--- config.mk ---
export PLATFORM = sky130hd
export DESIGN_NAME = sms4_word_loader
export DESIGN_NICKNAME = d
export VERILOG_FILES = /design/src/rtl/sms4_loader_pkg.sv /design/src/rtl/sms4_word_shift.sv /design/src/rtl/sms4_word_loader.sv
export SDC_FILE = /design/constraint.sdc
export NUM_CORES = 1
export LEC_CHECK = 0
export ABC_AREA = 1
export BUFFER_PORTS_ARGS = -buffer_cell sky130_fd_sc_hd__buf_2
export CAP_MARGIN = 20
export CORE_MARGIN = 4
export CORE_UTILIZATION = 55
export CTS_CLUSTER_DIAMETER = 80
export DETAILED_ROUTE_END_ITERATION = 8
export GPL_TIMING_DRIVEN = 1
export PLACE_DENSITY = 0.87
export REMOVE_ABC_BUFFERS = 1
export SYNTH_ARGS = -nofsm -noshare
export SYNTH_HDL_FRONTEND = slang
export SYNTH_SLANG_ARGS = --single-unit
--- constraint.sdc ---
create_clock -name clk -period 4.6 [get_ports clk]
set_input_delay 0.69 -clock clk [delete_from_list [all_inputs] [get_ports clk]]
set_output_delay 0.69 -clock clk [all_outputs]
set_load 0.1 [all_outputs]
--- src/rtl/sms4_loader_pkg.sv ---
// sms4_loader_pkg
// Shared definitions for the SMS4 word loader: the sequencing FSM states,
// the block geometry and the key-load code driven on core_kvld.
package sms4_loader_pkg;

  typedef enum logic [2:0] {
    IDLE   = 3'd0,
    FILL   = 3'd1,
    KISSUE = 3'd2,
    KWAIT  = 3'd3,
    DISSUE = 3'd4,
    CWAIT  = 3'd5,
    DRAIN  = 3'd6
  } state_e;

  localparam int         WORDS_PER_BLOCK = 4;
  localparam logic [1:0] KVLD_LOAD       = 2'b01;
  localparam logic [1:0] KVLD_NONE       = 2'b00;

endpackage

--- src/rtl/sms4_word_shift.sv ---
// sms4_word_shift
// Four-word shift/assemble register. Words shifted in enter at the least
// significant end, so the first word of a group ends up most significant.
// A parallel load replaces the whole block. Every word entering the register
// (shifted or loaded) passes through the optional byte reversal.
//
// Optional feature macro: SMS4_LOADER_BYTESWAP_EN (byte-reverse each word).
//
// Ports:
//   clk, reset  clock and synchronous active-high reset (clears the block)
//   load_i      parallel load of par_i (takes priority over shift_i)
//   par_i       block to load
//   shift_i     shift word_i in at the low end
//   word_i      word to shift in
//   blk_o       top OUT_WORDS words of the register
module sms4_word_shift #(
  parameter int BWIDTH    = 32,
  parameter int WORDS     = 4,
  parameter int OUT_WORDS = 4
) (
  input  logic                          clk,
  input  logic                          reset,
  input  logic                          load_i,
  input  logic [WORDS*BWIDTH-1:0]       par_i,
  input  logic                          shift_i,
  input  logic [BWIDTH-1:0]             word_i,
  output logic [OUT_WORDS*BWIDTH-1:0]   blk_o
);

  localparam int BLK_W = WORDS * BWIDTH;

  logic [BLK_W-1:0] blk_q, blk_d;

  function automatic logic [BWIDTH-1:0] swap_w(input logic [BWIDTH-1:0] w);
`ifdef SMS4_LOADER_BYTESWAP_EN
    logic [BWIDTH-1:0] r;
    r = '0;
    for (int b = 0; b < BWIDTH / 8; b++) begin
      r[8*b +: 8] = w[BWIDTH-8-8*b +: 8];
    end
    return r;
`else
    return w;
`endif
  endfunction

  always_comb begin
    blk_d = blk_q;
    if (load_i) begin
      for (int i = 0; i < WORDS; i++) begin
        blk_d[i*BWIDTH +: BWIDTH] = swap_w(par_i[i*BWIDTH +: BWIDTH]);
      end
    end else if (shift_i) begin
      blk_d = {blk_q[BLK_W-BWIDTH-1:0], swap_w(word_i)};
    end
  end

  always_ff @(posedge clk) begin
    if (reset) begin
      blk_q <= '0;
    end else begin
      blk_q <= blk_d;
    end
  end

  assign blk_o = blk_q[BLK_W-1 -: OUT_WORDS*BWIDTH];

endmodule

--- src/rtl/sms4_word_loader.sv ---
// sms4_word_loader
// Bus-side front end for the SMS4 core. Collects four 32-bit words into a
// 128-bit key or data block, loads keys into the core, starts data blocks,
// captures the result and returns it as four words (most significant first)
// on a valid/ready stream. A sticky err flags protocol errors and timeouts.
//
// Optional feature macro: SMS4_LOADER_BYTESWAP_EN (byte-reverse every bus
// word in both directions; handled inside sms4_word_shift).
//
// Ports:
//   clk, reset                 clock, synchronous active-high reset
//   in_data/in_key/in_enc      input word, key-group flag, mode (word 0)
//   in_valid/in_ready          input handshake
//   out_data/out_valid/out_ready result word stream
//   err                        sticky error
//   core_kin/core_kvld         key and key-load strobe to the core
//   core_din/core_load/core_enc/core_start  data block, load, mode, start
//   core_dout/core_ready/core_busy/core_kstr  core result and status
module sms4_word_loader
  import sms4_loader_pkg::*;
#(
  parameter int DWIDTH  = 128,
  parameter int BWIDTH  = 32,
  parameter int TIMEOUT = 255
) (
  input  logic              clk,
  input  logic              reset,
  input  logic [BWIDTH-1:0] in_data,
  input  logic              in_key,
  input  logic              in_enc,
  input  logic              in_valid,
  output logic              in_ready,
  output logic [BWIDTH-1:0] out_data,
  output logic              out_valid,
  input  logic              out_ready,
  output logic              err,
  output logic [DWIDTH-1:0] core_kin,
  output logic [1:0]        core_kvld,
  output logic [DWIDTH-1:0] core_din,
  output logic              core_load,
  output logic              core_enc,
  output logic              core_start,
  input  logic [DWIDTH-1:0] core_dout,
  input  logic              core_ready,
  input  logic              core_busy,
  input  logic              core_kstr
);

  localparam int            TW      = $clog2(TIMEOUT + 1);
  localparam logic [TW-1:0] TMO_MAX = TW'(TIMEOUT);

  state_e            state_q, state_d;
  logic [1:0]        wcnt_q, wcnt_d;
  logic [1:0]        dcnt_q, dcnt_d;
  logic              grp_key_q, grp_key_d;
  logic              enc_q, enc_d;
  logic              key_ok_q, key_ok_d;
  logic              err_q, err_d;
  logic [TW-1:0]     tmo_q, tmo_d;
  logic [DWIDTH-1:0] key_q, key_d;

  logic [DWIDTH-1:0] in_blk;
  logic              in_shift;
  logic              out_load;
  logic              out_shift;
  logic              tmo_hit;

  // A word whose group type disagrees with the latched one is never stored.
  assign in_shift  = in_valid && ((state_q == IDLE) ||
                     ((state_q == FILL) && (in_key == grp_key_q)));
  assign out_load  = (state_q == CWAIT) && core_ready;
  assign out_shift = (state_q == DRAIN) && out_ready;
  assign tmo_hit   = (tmo_q == TMO_MAX);

  sms4_word_shift #(
    .BWIDTH    (BWIDTH),
    .WORDS     (WORDS_PER_BLOCK),
    .OUT_WORDS (WORDS_PER_BLOCK)
  ) u_in_shift (
    .clk     (clk),
    .reset   (reset),
    .load_i  (1'b0),
    .par_i   ('0),
    .shift_i (in_shift),
    .word_i  (in_data),
    .blk_o   (in_blk)
  );

  sms4_word_shift #(
    .BWIDTH    (BWIDTH),
    .WORDS     (WORDS_PER_BLOCK),
    .OUT_WORDS (1)
  ) u_out_shift (
    .clk     (clk),
    .reset   (reset),
    .load_i  (out_load),
    .par_i   (core_dout),
    .shift_i (out_shift),
    .word_i  ('0),
    .blk_o   (out_data)
  );

  always_ff @(posedge clk) begin
    if (reset) begin
      state_q   <= IDLE;
      wcnt_q    <= '0;
      dcnt_q    <= '0;
      grp_key_q <= 1'b0;
      enc_q     <= 1'b0;
      key_ok_q  <= 1'b0;
      err_q     <= 1'b0;
      tmo_q     <= '0;
      key_q     <= '0;
    end else begin
      state_q   <= state_d;
      wcnt_q    <= wcnt_d;
      dcnt_q    <= dcnt_d;
      grp_key_q <= grp_key_d;
      enc_q     <= enc_d;
      key_ok_q  <= key_ok_d;
      err_q     <= err_d;
      tmo_q     <= tmo_d;
      key_q     <= key_d;
    end
  end

  always_comb begin
    state_d   = state_q;
    wcnt_d    = wcnt_q;
    dcnt_d    = dcnt_q;
    grp_key_d = grp_key_q;
    enc_d     = enc_q;
    key_ok_d  = key_ok_q;
    err_d     = err_q;
    key_d     = key_q;
    case (state_q)
      IDLE: begin
        if (in_valid) begin
          grp_key_d = in_key;
          if (!in_key) enc_d = in_enc;
          wcnt_d  = 2'd1;
          state_d = FILL;
        end
      end
      FILL: begin
        if (in_valid) begin
          if (in_key != grp_key_q) begin
            err_d   = 1'b1;
            wcnt_d  = 2'd0;
            state_d = IDLE;
          end else if (wcnt_q == 2'd3) begin
            wcnt_d = 2'd0;
            if (grp_key_q) begin
              // The old key is no longer trusted until the new schedule completes.
              key_ok_d = 1'b0;
              state_d  = KISSUE;
            end else if (key_ok_q) begin
              state_d = DISSUE;
            end else begin
              err_d   = 1'b1;
              state_d = IDLE;
            end
          end else begin
            wcnt_d = wcnt_q + 2'd1;
          end
        end
      end
      KISSUE: begin
        key_d   = in_blk;
        state_d = KWAIT;
      end
      KWAIT: begin
        if (core_kstr) begin
          key_ok_d = 1'b1;
          state_d  = IDLE;
        end else if (tmo_hit) begin
          err_d    = 1'b1;
          key_ok_d = 1'b0;
          state_d  = IDLE;
        end
      end
      DISSUE: begin
        if (!core_busy) state_d = CWAIT;
      end
      CWAIT: begin
        if (core_ready) begin
          dcnt_d  = 2'd0;
          state_d = DRAIN;
        end else if (tmo_hit) begin
          err_d   = 1'b1;
          state_d = IDLE;
        end
      end
      DRAIN: begin
        if (out_ready) begin
          dcnt_d = dcnt_q + 2'd1;
          if (dcnt_q == 2'd3) state_d = IDLE;
        end
      end
      default: state_d = IDLE;
    endcase

    // Timeout counter restarts on every state change and only runs while waiting.
    if (state_d != state_q) begin
      tmo_d = '0;
    end else if ((state_q == KWAIT) || (state_q == CWAIT)) begin
      tmo_d = tmo_q + 1'b1;
    end else begin
      tmo_d = '0;
    end
  end

  always_comb begin
    in_ready   = (state_q == IDLE) || (state_q == FILL);
    out_valid  = (state_q == DRAIN);
    err        = err_q;
    core_kvld  = (state_q == KISSUE) ? KVLD_LOAD : KVLD_NONE;
    core_start = (state_q == DISSUE) && !core_busy;
    core_load  = (state_q == DISSUE) && !core_busy;
    core_enc   = enc_q;
    core_din   = in_blk;
    // During the load cycle the freshly assembled block is presented directly;
    // afterwards the captured copy keeps core_kin stable across data groups.
    core_kin   = (state_q == KISSUE) ? in_blk : key_q;
  end

endmodule
==> flow_metrics.tcl <==
set metrics [dict create \
    multiInputGateArea_sq_mm 0.00679 \
    ys_seq_area_share_pct 46.9 \
    fin_skew_ns 0.0112 \
    place_congestion 0.914 \
    tightest_slew_ns 1.04 \
    start_kind "flip-flop" \
    pwr_density_cell_mw_per_mm2 416 \
    cts_hold_buf 0 \
    hpwl_um 32200 \
    maxSlewViolCount 0 \
    p_int_w 0.00590 \
    drc 0 \
    start_util_pct 56.0 \
    top_usage_layer "met2" \
    crit_arrival_ns 3.19 \
    io_buffers 463 \
    holdPathEnd "u_out_shift.blk_q[127]" \
    final_hold_viol_count 0 \
    clkPwrFrac_pct 39.9 \
    rr_worst_depth 11 \
    cts.repair.resized 0 \
    grtUsageTotal_pct 26.4 \
    async_reset_ff_share_pct 0 \
    synth_cells 2260 \
    fp.dieW_um 185 \
    synth_ff_type "dfxtp_1" \
    p_sw_w 0.00268 \
    ys_ff_latch 403 \
    synthDistinctLibCells 36 \
    drt_iter0_drc 1259 \
    fmax_mhz 258 \
    critical_path_peak_fanout 120 \
    grtUsageMet1_pct 31.6 \
    final_area_sq_mm 0.0206 \
    first_global_vias 15200 \
    hp-start "core_dout[127]" \
    ios 465 \
    yosysTopAreaCellShare_pct 46.9 \
    ir_drop_v 0.000376 \
    via_per_inst 5.39 \
    die_h_um 185 \
    grt-ovfl-total 0 \
    fillers 2471 \
    seqCellArea_sq_mm 0.00807 \
    fin_crit_sh_pct 84.2 \
    worstSetupEndpointType "primary output" \
    dp.cells 2940 \
    yosys-top-cells-count "403 x dfxtp_1, 353 x inv_1, 322 x nand2_1" \
    post_drt_wl_per_cell_um 16.1 \
    dieArea_sq_mm 0.0342 \
    final_cells 3019 \
    r2r-end "u_out_shift.blk_q[75]" \
    whs_ns 0.412 \
    rr_startpoint "state_q[1]" \
    syn_area_per_cell_sq_um 7.62 \
    insertion_delay_ns 0.52 \
    clock_path_buffers 3 \
    met2_usage_pct 45.4 \
    critPathRequiredTime_ns 3.91 \
    finalCriticalPeriod_ns 3.88 \
    max_cap_viol_count 0 \
    pwr-share-comb_pct 16.9 \
    syn2layout_area_growth_pct 19.9 \
    synth_top_area_cell "dfxtp_1" \
    yosysWarnings 0 \
    finalWirelength_um 48700 \
    cts_tree "done" \
    yosysMostFrequentCell "dfxtp_1" \
    clk_pin_slew_ns 0.06 \
    antenna_found_initial 4 \
    place_area_sq_mm 0.0192 \
    worstHoldPathCells 3 \
    num_vias 16300 \
    grt_max_degree 193 \
    grt_pass1_wl_um 75500 \
    finalSetupViolCount 0 \
    synth_edf_count 0 \
    postRouteAntennaNets 0 \
    layout-drive-gt1-share_pct 27.2 \
    postCtsSetupRepairBufs 0 \
    hold_path_class "input port to flip-flop" \
    slew_headroom_pct 30.9 \
    rows 64 \
    core_sq_mm 0.0307 \
    htree_num_levels 2 \
    path_class "flip-flop to primary output" \
    p_leak_nw 10.3 \
    status "finished clean" \
    rsz0062_at_grt "no" \
    numCtsBuffers 41 \
    grt_util_met3_pct 6.68 \
    synthTopCellsByArea "dfxtp_1 47%, a21oi_1 9.0%, inv_1 7.7%" \
    layout.nets 2760 \
    cts.sinks 403 \
    cts_root_buf "clkbuf_16" \
    r2r_slack_ns 2.08 \
    first_pass_iters 6 \
    seqPwrFrac_pct 43.1 \
    switching_share_pct 31.3 \
    synth_area_sq_mm 0.0172 \
]
[layout by cell type (no fill, tap or decap), types with 11 or more instances in the layout]
cell	Yosys	layout
a211oi_1	130	130
a21oi_1	311	311
buf_2	65	462
clkbuf_1	73	11
clkbuf_16	0	43
clkbuf_8	0	12
dfxtp_1	403	403
inv_1	353	352
nand2_1	322	322
nand3_1	142	142
nor2_1	28	28
o211ai_1	33	33
o21ai_0	114	114
o21ai_1	34	34
or2_2	153	153
[power groups by stage]
stage / combinational (W) / sequential (W) / clock [W]
floorplan: 0.000279 / 0.00459 / 0
global placement: 0.00142 / 0.00377 / 0
detailed placement: 0.00144 / 0.00377 / 0
CTS: 0.00144 / 0.00370 / 0.00347
global route: 0.00152 / 0.00372 / 0.00361
finish: 0.00145 / 0.00370 / 0.00343
[cells by family (layout without fill, tap and decap cells)]
group / Yosys count / count (layout) / synth area share [%]
AO/OA/AOI/OAI: 627 / 627 / 20.7
XOR/XNOR: 6 / 6 / 0.305
adder cells (fa/ha/maj): 3 / 3 / 0.218
buffers and inverters: 555 / 913 / 13.7
flip-flops: 403 / 403 / 46.9
other: 1 / 6 / 0.0218
AND/OR/NAND/NOR: 665 / 665 / 18.2
[layout make-up]
| class | instances | area share, % |
|---|---|---|
| clock inverters | 7 | 0.551 |
| repair buffers | 479 | 12.2 |
| clock buffers | 66 | 6.21 |
| flip-flops and latches | 403 | 39.1 |
| inverters | 361 | 6.62 |
| well taps | 396 | 2.40 |
| multi-input cells | 1302 | 32.9 |
| diodes | 5 | 0.0606 |
[sequential cells by signal (all words and copies together), names as in the netlist]
name	count
wcnt_q	2
err	1
grp_key_q	1
core_enc	1
key_ok_q	1
u_in_shift.blk_o	128
tmo_q	8
state_q	3
dcnt_q	2
key_q	128
u_out_shift.blk_q	128
[worst max-delay path: stages, from the launching register on]
cell	delay, ns
dfxtp_1	0.43
inv_2	0.12
nor2_1	0.14
nand2_1	0.17
inv_8	0.42
buf_12	0.37
or2_2	0.17
inv_1	0.05
a21oi_1	0.18
buf_2	0.46
[metal layers]
layer	vias to the layer above	share of wire (%)
li1	7936	-
met1	7486	38
met5	-	0
met4	0	4.1
met3	131	9.0
met2	705	49
[worst max-delay path by stage]
| stage | to | cells past startpoint | slack (ns) | from |
|---|---|---|---|---|
| floorplan | core_kin[0] | 7 | -1.57 | state_q[1] |
| global placement | core_kin[95] | 9 | 1.50 | state_q[1] |
| detailed placement | core_kin[48] | 9 | 1.37 | state_q[1] |
| CTS | core_kin[29] | 9 | 0.78 | state_q[1] |
| global route | core_kin[29] | 9 | 0.52 | state_q[1] |
| finish | core_kin[48] | 9 | 0.72 | state_q[1] |
[stage by stage]
step                      setup TNS, ns  power (W)  setup slack, ns  utilization, %
after CTS                             0    0.00862            0.778            67.0
after global placement                0    0.00519             1.50            62.5
final                                 0    0.00859            0.725            67.2
after detailed placement              0    0.00521             1.37            62.5
after floorplan                 -201.31    0.00487            -1.57               -
after global routing                  0    0.00884            0.518            67.1
Note: power is estimated with default switching activity, not from simulation.
